## config.mk

```make
export PLATFORM = sky130hd
export DESIGN_NAME = chimera_clu_clk_ctrl
export DESIGN_NICKNAME = d
export VERILOG_FILES = /design/src/rtl/chimera_clu_clk_ctrl.sv
export SDC_FILE = /design/constraint.sdc
export NUM_CORES = 1
export LEC_CHECK = 0
export CAP_MARGIN = 20
export CORE_MARGIN = 2
export CORE_UTILIZATION = 60
export CTS_CLUSTER_DIAMETER = 50
export DETAILED_ROUTE_END_ITERATION = 7
export PLACE_DENSITY = 0.82
export SYNTH_ARGS = -nofsm -noshare
export SYNTH_HDL_FRONTEND = slang
export SYNTH_SLANG_ARGS = --single-unit
```

## constraint.sdc

```tcl
create_clock -name clk_i -period 2.92 [get_ports clk_i]
set_input_delay 0.73 -clock clk_i [delete_from_list [all_inputs] [get_ports clk_i]]
set_output_delay 0.73 -clock clk_i [all_outputs]
set_load 0.05 [all_outputs]
```

## src/rtl/chimera_clu_clk_ctrl.sv

```systemverilog
// -----------------------------------------------------------------------------
// chimera_clu_clk_ctrl
//
// Per-cluster clock-gating sequencer. Each cluster runs its own four-state FSM:
//   RUN   : clock running, isolation released.
//   DRAIN : isolation raised. Waits for IdleCycles consecutive idle cycles.
//           Aborts on timeout (sets a sticky error) or when the request drops.
//   GATED : clock stopped, isolation held.
//   WAKE  : clock running again, isolation held for WakeCycles cycles so the
//           cluster settles before it sees new traffic.
//
// Ports (one bit per cluster on every vector):
//   clk_i          SoC clock
//   rst_ni         asynchronous active-low reset
//   gate_req_i     level request: 1 = want clock gated, 0 = want running
//   clu_idle_i     cluster has no outstanding transactions (clk_i domain)
//   err_clr_i      single-cycle pulse that clears the sticky timeout error
//   clu_clk_en_o   enable to the cluster clock gate (1 = clock runs)
//   clu_isolate_o  1 = cluster AXI ports isolated
//   gated_o        1 only while in GATED
//   err_timeout_o  sticky drain-timeout error
//
// All outputs are decoded from flops only, so nothing on an input reaches an
// output in the same cycle. The per-cluster state lives in g_clu[i].state_q.
// -----------------------------------------------------------------------------
module chimera_clu_clk_ctrl #(
    parameter  int unsigned NumClusters   = 5,
    parameter  int unsigned IdleCycles    = 4,
    parameter  int unsigned WakeCycles    = 3,
    parameter  int unsigned TimeoutCycles = 16,
    // Counter width is derived from the largest count it has to reach.
    localparam int unsigned IdleWakeMax   = (IdleCycles > WakeCycles) ? IdleCycles : WakeCycles,
    localparam int unsigned CntMaxVal     = (IdleWakeMax > TimeoutCycles) ? IdleWakeMax : TimeoutCycles,
    localparam int unsigned CntWidth      = $clog2(CntMaxVal + 1)
) (
    input  logic                   clk_i,
    input  logic                   rst_ni,
    input  logic [NumClusters-1:0] gate_req_i,
    input  logic [NumClusters-1:0] clu_idle_i,
    input  logic [NumClusters-1:0] err_clr_i,
    output logic [NumClusters-1:0] clu_clk_en_o,
    output logic [NumClusters-1:0] clu_isolate_o,
    output logic [NumClusters-1:0] gated_o,
    output logic [NumClusters-1:0] err_timeout_o
);

    typedef enum logic [1:0] {
        ST_RUN   = 2'd0,
        ST_DRAIN = 2'd1,
        ST_GATED = 2'd2,
        ST_WAKE  = 2'd3
    } state_e;

    localparam logic [CntWidth-1:0] CntOne   = CntWidth'(1);
    localparam logic [CntWidth-1:0] CntMax   = '1;
    localparam logic [CntWidth-1:0] IdleLast = CntWidth'(IdleCycles - 1);
    localparam logic [CntWidth-1:0] WakeLast = CntWidth'(WakeCycles - 1);
    // With TimeoutCycles == 0 the timeout branch is disabled, so the value
    // of TmoLast does not matter; 0 just keeps it in range.
    localparam bit                  TmoEn    = (TimeoutCycles != 0);
    localparam logic [CntWidth-1:0] TmoLast  = CntWidth'(TmoEn ? TimeoutCycles - 1 : 0);

    // Counters stop at all-ones instead of wrapping.
    function automatic logic [CntWidth-1:0] sat_inc(input logic [CntWidth-1:0] v);
        return (v == CntMax) ? v : v + CntOne;
    endfunction

    for (genvar i = 0; i < NumClusters; i++) begin : g_clu
        state_e              state_q;
        logic [CntWidth-1:0] idle_cnt_q;
        logic [CntWidth-1:0] tmo_cnt_q;
        logic [CntWidth-1:0] wake_cnt_q;
        logic                err_q;

        always_ff @(posedge clk_i or negedge rst_ni) begin
            if (!rst_ni) begin
                state_q    <= ST_RUN;
                idle_cnt_q <= '0;
                tmo_cnt_q  <= '0;
                wake_cnt_q <= '0;
                err_q      <= 1'b0;
            end else begin
                // A timeout in the same cycle overrides this clear below.
                if (err_clr_i[i]) begin
                    err_q <= 1'b0;
                end

                case (state_q)
                    ST_RUN: begin
                        if (gate_req_i[i] && !err_q) begin
                            state_q    <= ST_DRAIN;
                            idle_cnt_q <= '0;
                            tmo_cnt_q  <= '0;
                        end
                    end

                    ST_DRAIN: begin
                        idle_cnt_q <= clu_idle_i[i] ? sat_inc(idle_cnt_q) : '0;
                        tmo_cnt_q  <= sat_inc(tmo_cnt_q);
                        // Completing the drain beats a timeout landing on the
                        // same cycle, which in turn beats a dropped request.
                        if (clu_idle_i[i] && (idle_cnt_q == IdleLast)) begin
                            state_q <= ST_GATED;
                        end else if (TmoEn && (tmo_cnt_q == TmoLast)) begin
                            state_q <= ST_RUN;
                            err_q   <= 1'b1;
                        end else if (!gate_req_i[i]) begin
                            state_q <= ST_RUN;
                        end
                    end

                    ST_GATED: begin
                        if (!gate_req_i[i]) begin
                            state_q    <= ST_WAKE;
                            wake_cnt_q <= '0;
                        end
                    end

                    ST_WAKE: begin
                        // The request is not looked at here; RUN re-evaluates it.
                        wake_cnt_q <= sat_inc(wake_cnt_q);
                        if (wake_cnt_q == WakeLast) begin
                            state_q <= ST_RUN;
                        end
                    end

                    default: state_q <= ST_RUN;
                endcase
            end
        end

        assign clu_clk_en_o[i]  = (state_q != ST_GATED);
        assign clu_isolate_o[i] = (state_q != ST_RUN);
        assign gated_o[i]       = (state_q == ST_GATED);
        assign err_timeout_o[i] = err_q;
    end

endmodule

```

---- Word level (Yosys, flattened, before mapping) ----
Index checks and enable logic that the tools add are counted.
word-level totals
  register bits after elaboration ......... 90
  output and inout port bits .............. 20
cells by class
  $add $sub $neg .......................... 15
  equality and inequality tests ........... 85
  multiplexer cells ....................... 100
  reduce and logical (&&, ||, !) cells .... 55
operator list
  operator                                       number
  2-to-1 mux 5 bit                               30
  case mux 5 bit (2 select lines)                15
  adder 5 x 1 -> 5 bit, second input constant    15
  == test 5 bit, second input constant           15
  2-to-1 mux 2 bit                               30
  != test 2 bit, second input constant           30
  == test 5 x 2 -> 1 bit, second input constant  10
  AND reduction 3 bit                            15
  case mux 2 bit (4 select lines)                5
  nonzero test 2 bit                             15
  == test 5 x 4 -> 1 bit, second input constant  5
  == test 2 bit, second input constant           10
  2-to-1 mux 1 bit                               20
  != test 4 bit, second input constant           5
  AND reduction 4 bit                            5
  != test 3 bit, second input constant           5
  == test 2 x 1 -> 1 bit, second input constant  5
  logical AND 1 bit                              10
  logical NOT 2 bit                              5
  logical NOT 1 bit                              5

---- Depth between registers and ports, before layout ----
Gate-level depths: netlist of the first run.
  depth after elaboration ................. 4
  gate-level depth with buffers ........... 7

---- Least setup slack after synthesis of the first run ----
No wires, ideal clock.
  kind .................................... flip-flop to output port
  from .................................... register with a tool-made name
  to ...................................... output port clu_clk_en_o[1]
  data arrival time ....................... 1.879 ns
  required time ........................... 2.190 ns
  slack ................................... 0.311 ns
  cell stages (with the launch flop) ...... 5
  buffers on the path ..................... 2
  path through ............................ dfrtp_1 -> buf_6 -> buf_2 -> nor2b_1 -> inv_1
RTL lines
  what       RTL line  RTL
  to (decl)  41        output logic [NumClusters-1:0] clu_clk_en_o,

==> run_results.csv, run 1 <==
group,metric,value,unit
clock_network,cts_sinks,90,
finish,fillCellCount,672,
yosys,synthDistinctLibCells,58,
finish,synthToLayoutAreaGrowth,11.9,%
floorplan,core,8680,um^2
worst_setup_path,cp-end-kind,"primary output",
pwr,internal_power,3.01,mW
clock_network,clk_pin_slew,80,ps
sta,tns,0,ps
global_routing,grt_pass1_vias,4102,
finish,layout.nets,669,
yosys,yosys_warnings,0,
floorplan,die_area,9720,um^2
yosys,syn-instance-count,579,
job,max_cap_violations,0,
clock_network,cts_tree,"done",
routing,vias_per_cell,5.91,
sta,finalCriticalPeriod,2720,ps
sta,max_slew.worst_pin.slew,607,ps
yosys,synth_area,5370,um^2
worst_setup_path,ff2ff_setup_slack,960,ps
worst_setup_path,r2r_end,"g_clu[4].tmo_cnt_q[0]",
global_routing,grt_pass1_wl,18000,um
clock_network,clockBufferDepth,2,
routing,drtIter0Drc,214,
clock_network,clockRootBuffer,"clkbuf_8",
finish,instances_no_fill,723,
global_routing,antenna_found_initial,0,
placed_design,dp_slack,576,ps
yosys,synth_nets,636,
worst_setup_path,worstSetupPathType,"flip-flop to primary output",
clock_network,cts_hold_buffers,0,
routing,ant_nets,0,
pwr,p_comb_frac,0.411,
outcome,status,"finished clean",
worst_setup_path,crit_path_end,"gated_o[2]",
yosys,synth_edf_count,0,
global_routing,grt_max_degree,40,
sta,slew_violations,0,
routing,vias,4271,
yosys,yosysTopAreaCell,"dfrtp_1",
routing,first_pass_iters,4,
worst_setup_path,path_cells,"nor2b_1 > clkdlybuf4s50_1",
floorplan,die_w,98.6,um
placed_design,hpwl,7430,um
floorplan,start_util,0.619,
placed_design,finalWeightedCongestion,0.842,
clock_network,ctsResizeCount,0,
yosys,ys_async_sr_fraction,1.00,
pwr,powerDensity,853,nW/um^2
global_routing,overflow,0,
finish,seqCellArea,2250,um^2
worst_setup_path,slowest_delay,820,ps
floorplan,rows,34,
worst_setup_path,cp_slowest_cell,"clkdlybuf4s50_1",
worst_setup_path,timing.rr.start,"g_clu[4].tmo_cnt_q[0]",
pwr,leakage,2.75,nW
worst_setup_path,r2r_cells,6,
placed_design,portBuffers,36,
pwr,power.switching,2.11,mW
yosys,synth-seq-cells,90,
finish,multi_input_area,2820,um^2
yosys,synth.area.top_cells,"dfrtp_1 (42%), ha_1 (9.3%), o21ai_0 (5.6%)",
floorplan,ios,37,
pwr,clockPowerShare,0.178,
clock_network,clk_latency,350,ps
yosys,yosysSeqAreaShare,0.420,
pwr,peakVddDrop,0.643,mV
sta,max_slew_margin,0.591,
finish,antenna_cells,0,
sta,max_freq,367,MHz
sta,period_share,0.932,
yosys,synth-main-ff-cell,"dfrtp_1",
worst_setup_path,start_kind,"flip-flop",
yosys,syn_area_per_cell,9.27,um^2
pwr,p_sw_frac,0.413,
finish,layout-drive-gt1-share,0.0585,
sta,report.final.setup_viol,0,
hold_path,hp-class,"input port to asynchronous set/reset pin",
sta,fin_ws,198,ps
worst_setup_path,crit_fanout,15,
worst_setup_path,worst-endpoint-required,2190,ps
worst_setup_path,arrival,1990,ps
routing,wl_per_cell,14.2,um
placed_design,post-place-cells,709,
sta,fin_skew,8.92,ps
yosys,synth_top_area_frac,0.420,
sta,rsz0062_at_grt,"false",
clock_network,cts_setup_buffers,0,
routing,drc,0,
clock_network,cts_max_level,3,
pwr,power_frac_seq,0.411,
sta,hold_slack,330,ps
clock_network,cts_buffers,9,
sta,hold_violations,0,
floorplan,die_h,98.6,um
routing,wl,10200,um
global_routing,grtUsageTotal,0.221,
-- stage by stage --
stage	cell area (um^2)	util	total power [mW]
2_1_floorplan	5370	-	3.67
3_3_place_gp	5800	0.668	4.09
3_5_place_dp	5800	0.668	4.22
4_1_cts	6010	0.692	5.15
5_1_grt	6010	0.692	5.54
6_report	6010	0.692	5.12
-- routing by layer --
layer	track usage	vias to the layer above	part of all wire
met1	0.292	2081	0.47
li1	-	2129	-
met3	0.0426	9	0.027
met2	0.380	52	0.49
met4	0.0548	0	0.011
met5	0	-	0
-- how the worst min path moves through the flow --
stage	end	depth (start not counted)	slack, ps
2_1_floorplan	asynchronous set/reset pin	0	430
3_3_place_gp	g_clu[3].idle_cnt_q[1]	2	490
3_5_place_dp	g_clu[4].idle_cnt_q[1]	2	500
4_1_cts	g_clu[3].wake_cnt_q[0]	1	340
5_1_grt	g_clu[3].wake_cnt_q[0]	1	360
6_report	g_clu[3].wake_cnt_q[1]	1	330
-- sequential cells by signal, indices dropped and copies added (netlist names), named ones only --
signal and count:
g_clu.err_q 5, g_clu.wake_cnt_q 25, g_clu.idle_cnt_q 25, g_clu.tmo_cnt_q 25, g_clu.state_q 5
-- cell type report --
cell class	instances	area share
multi-input cells	422	0.470
flip-flops and latches	90	0.375
repair buffers	42	0.0692
inverters	47	0.0294
clock buffers	11	0.0235
well taps	108	0.0225
clock inverters	3	0.0108
-- power by group through the flow --
stage	combinational, mW	sequential, mW	clock [mW]
4_1_cts	2.11	2.10	0.933
5_1_grt	2.37	2.18	0.982
6_report	2.10	2.11	0.914
2_1_floorplan	1.73	1.93	0
3_5_place_dp	2.11	2.12	0
3_3_place_gp	2.01	2.09	0
-- cells by family after synthesis --
logic type | count (synthesis) | share of synthesized area
adders and majority gates | 40 | 0.0932
AOI/OAI and AO/OA | 155 | 0.188
muxes | 7 | 0.0140
buffers and inverters | 67 | 0.0548
and+or+nand+nor | 214 | 0.221
xor gates and xnor gates | 6 | 0.00979
DFF | 90 | 0.420
-- cells in the mapped netlist (5+ instances only) --
cell type   n
buf_4       5
dfrtp_1    90
o31ai_1    12
inv_1      47
ha_1       40
xor2_1      5
nor4b_1     7
nor2_1     33
nand3_1    16
nand2b_1   17
clkbuf_1    6
or3_1       5
nand2_1    66
nand4b_1    9
nand4_1     5
nor2b_1    10
a31oi_1     6
nor3_1      6
o21ai_0    60
a21oi_1    21
and3_1     18
a22o_1     29
buf_2       7
-- placed cells by master, fill, tap and decap left out, drive strengths merged, types with 6 or more instances in the layout --
cell type / synthesis / layout
dfrtp: 90 / 90
a31oi: 6 / 6
ha: 40 / 40
nand4b: 9 / 9
nand2b: 17 / 17
clkdlybuf4s50: 0 / 35
and3: 18 / 18
nand2: 66 / 66
nor3: 7 / 7
buf: 14 / 7
o21ai: 61 / 61
clkbuf: 6 / 11
a21oi: 22 / 22
inv: 47 / 47
o31ai: 12 / 12
nor4b: 10 / 10
nor2b: 10 / 10
nand3: 16 / 16
nor2: 33 / 33
a22o: 29 / 29
-- critical path: cells and delay by family (launching register included) --
| family | cells | cell delay [ps] |
|---|---|---|
| buffers and inverters | 1 | 820 |
| DFF | 1 | 600 |
| and+or+nand+nor | 1 | 220 |
Power figures use the tool's default switching activity.
==> inputs of run 2 (changes only) <==
--- a/config.mk
+++ b/config.mk
@@ -5,7 +5,6 @@
 export SDC_FILE = /design/constraint.sdc
 export NUM_CORES = 1
 export LEC_CHECK = 0
-export CAP_MARGIN = 20
 export CORE_MARGIN = 2
 export CORE_UTILIZATION = 60
 export CTS_CLUSTER_DIAMETER = 50
==> constraint.sdc (replaced) <==
create_clock -name clk_i -period 2.7 [get_ports clk_i]
set_input_delay 0.675 -clock clk_i [delete_from_list [all_inputs] [get_ports clk_i]]
set_output_delay 0.675 -clock clk_i [all_outputs]
set_load 0.05 [all_outputs]
==> run_results.csv, run 2 (synthesis gave the netlist of run 1 again) <==
group,metric,value,unit
global_routing,grt_pass1_vias,4113,
finish,final_common_cell,"dfrtp_1",
routing,first_pass_iters,5,
pwr,p_comb_frac,0.420,
pwr,peakVddDrop,0.711,mV
worst_setup_path,start_kind,"flip-flop",
clock_network,cts_sinks,90,
pwr,power.switching,2.32,mW
clock_network,clk_pin_slew,90,ps
routing,drtIter0Drc,185,
global_routing,grtUsageTotal,0.224,
sta,fin_skew,11.5,ps
finish,fin_area,6010,um^2
finish,layout.nets,670,
placed_design,portBuffers,36,
worst_setup_path,path_cells,"inv_1 > nor2_1 > inv_1 > clkdlybuf4s50_1",
sta,period_share,0.952,
worst_setup_path,crit_fanout,6,
finish,antenna_cells,0,
floorplan,die_w,98.6,um
sta,hold_slack,297,ps
sta,report.final.setup_viol,0,
routing,ant_nets,0,
pwr,p_sw_frac,0.419,
clock_network,cts_buffers,9,
worst_setup_path,worstSetupPathType,"flip-flop to primary output",
floorplan,start_util,0.619,
placed_design,finalWeightedCongestion,0.850,
pwr,clockPowerShare,0.173,
sta,max_slew.worst_pin.slew,669,ps
sta,tns,0,ps
placed_design,dp_slack,417,ps
floorplan,ios,37,
placed_design,place_area,5800,um^2
worst_setup_path,arrival,1900,ps
finish,layout-drive-gt1-share,0.0712,
outcome,status,"finished clean",
sta,fin_ws,129,ps
sta,rsz0062_at_grt,"false",
hold_path,hp-class,"input port to asynchronous set/reset pin",
finish,top_regs,"g_clu.idle_cnt_q: 25 flops, g_clu.tmo_cnt_q: 25 flops, g_clu.wake_cnt_q: 25 flops",
sta,slew_violations,0,
floorplan,rows,34,
floorplan,die_area,9720,um^2
worst_setup_path,cpMostUsedCell,"inv_1",
routing,wl,10400,um
routing,drc,0,
pwr,powerDensity,921,nW/um^2
routing,vias_per_cell,5.96,
worst_setup_path,cp-end-kind,"primary output",
global_routing,grt_max_degree,49,
pwr,internal_power,3.22,mW
clock_network,clk_latency,370,ps
routing,wl_per_cell,14.3,um
clock_network,clockRootBuffer,"clkbuf_8",
job,max_cap_violations,0,
clock_network,cts_tree,"done",
sta,hold_violations,0,
sta,finalCriticalPeriod,2570,ps
worst_setup_path,slowest_delay,790,ps
global_routing,overflow,0,
finish,synthToLayoutAreaGrowth,12.0,%
finish,mostFrequentLayoutCells,"dfrtp_1 (88), nand2_1 (66), o21ai_0 (60), inv_1 (47), ha_1 (40)",
pwr,power_frac_seq,0.406,
placed_design,hpwl,7350,um
global_routing,grt_pass1_wl,18100,um
pwr,p_total,5.54,mW
global_routing,antenna_found_initial,0,
sta,max_freq,389,MHz
sta,max_slew_margin,0.554,
pwr,leakage,2.77,nW
worst_setup_path,cp_slowest_cell,"clkdlybuf4s50_1",
clock_network,clockBufferDepth,2,
floorplan,die_h,98.6,um
floorplan,core,8680,um^2
clock_network,cts_max_level,3,
worst_setup_path,worst-endpoint-required,2030,ps
routing,vias,4328,
-- run 2: final timing paths --
| path | from | end | slack (ps) | depth (start not counted) |
|---|---|---|---|---|
| min | rst_ni | g_clu[3].wake_cnt_q[2] | 300 | 1 |
| min in group clk_i | g_clu[4].idle_cnt_q[1] | g_clu[4].idle_cnt_q[1] | 520 | 2 |
| max | flip-flop | clu_clk_en_o[0] | 130 | 4 |
| max in group asynchronous | rst_ni | g_clu[4].state_q[0] | 1730 | 2 |
| max reg2reg | g_clu[3].idle_cnt_q[0] | g_clu[3].idle_cnt_q[2] | 770 | 6 |
| min reg2reg | g_clu[4].idle_cnt_q[1] | g_clu[4].idle_cnt_q[1] | 520 | 2 |
-- run 2: critical path, delay by kind of cell (launching register included) --
family / cells / cell delay (ps)
and+or+nand+nor: 1 / 90
buffers and inverters: 3 / 1010
DFF: 1 / 420
-- run 2: cell type report --
type                       count  area [um^2]
clock inverter                 3         46.3
sequential                    90         2250
fill                         690         2670
timing repair buffer          43          418
multi-input combinational    422         2820
tap                          108          135
inverter                      47          176
clock buffer                  13          159
-- run 2: timing repair --
action	CTS	global route
setup buffers	0	0
endpoints found under the setup margin	0	5
resized for setup	0	4
hold buffers	0	0
-- run 2: per-stage QoR --
step	cells	utilization
4_1_cts	726	0.692
3_5_place_dp	710	0.668
3_3_place_gp	710	0.668
6_report	726	0.693
2_1_floorplan	579	-
5_1_grt	726	0.693
-- run 2: layer usage --
| layer | vias to the layer above | routed length (um) | GRT usage |
|---|---|---|---|
| li1 | 2136 | - | - |
| met1 | 2092 | 4810 | 0.299 |
| met2 | 81 | 5030 | 0.363 |
| met3 | 19 | 340 | 0.0411 |
| met4 | 0 | 210 | 0.0927 |
| met5 | - | 0 | 0 |
-- run 2: power groups by stage --
stage | sequential, mW | combinational [mW] | clock (mW)
final | 2.25 | 2.33 | 0.961
after global routing | 2.33 | 2.62 | 1.04
after CTS | 2.24 | 2.34 | 0.983
after detailed placement | 2.26 | 2.33 | 0
after global placement | 2.23 | 2.23 | 0
after floorplan | 2.09 | 1.88 | 0
==> inputs of run 3 (changes only) <==
--- a/config.mk
+++ b/config.mk
@@ -8,6 +8,7 @@
 export CORE_MARGIN = 2
 export CORE_UTILIZATION = 60
 export CTS_CLUSTER_DIAMETER = 50
+export CTS_CLUSTER_SIZE = 25
 export DETAILED_ROUTE_END_ITERATION = 7
 export PLACE_DENSITY = 0.82
 export SYNTH_ARGS = -nofsm -noshare
==> results of run 3 <==
Final layout, timing and power as in run 2 (identical DEF).
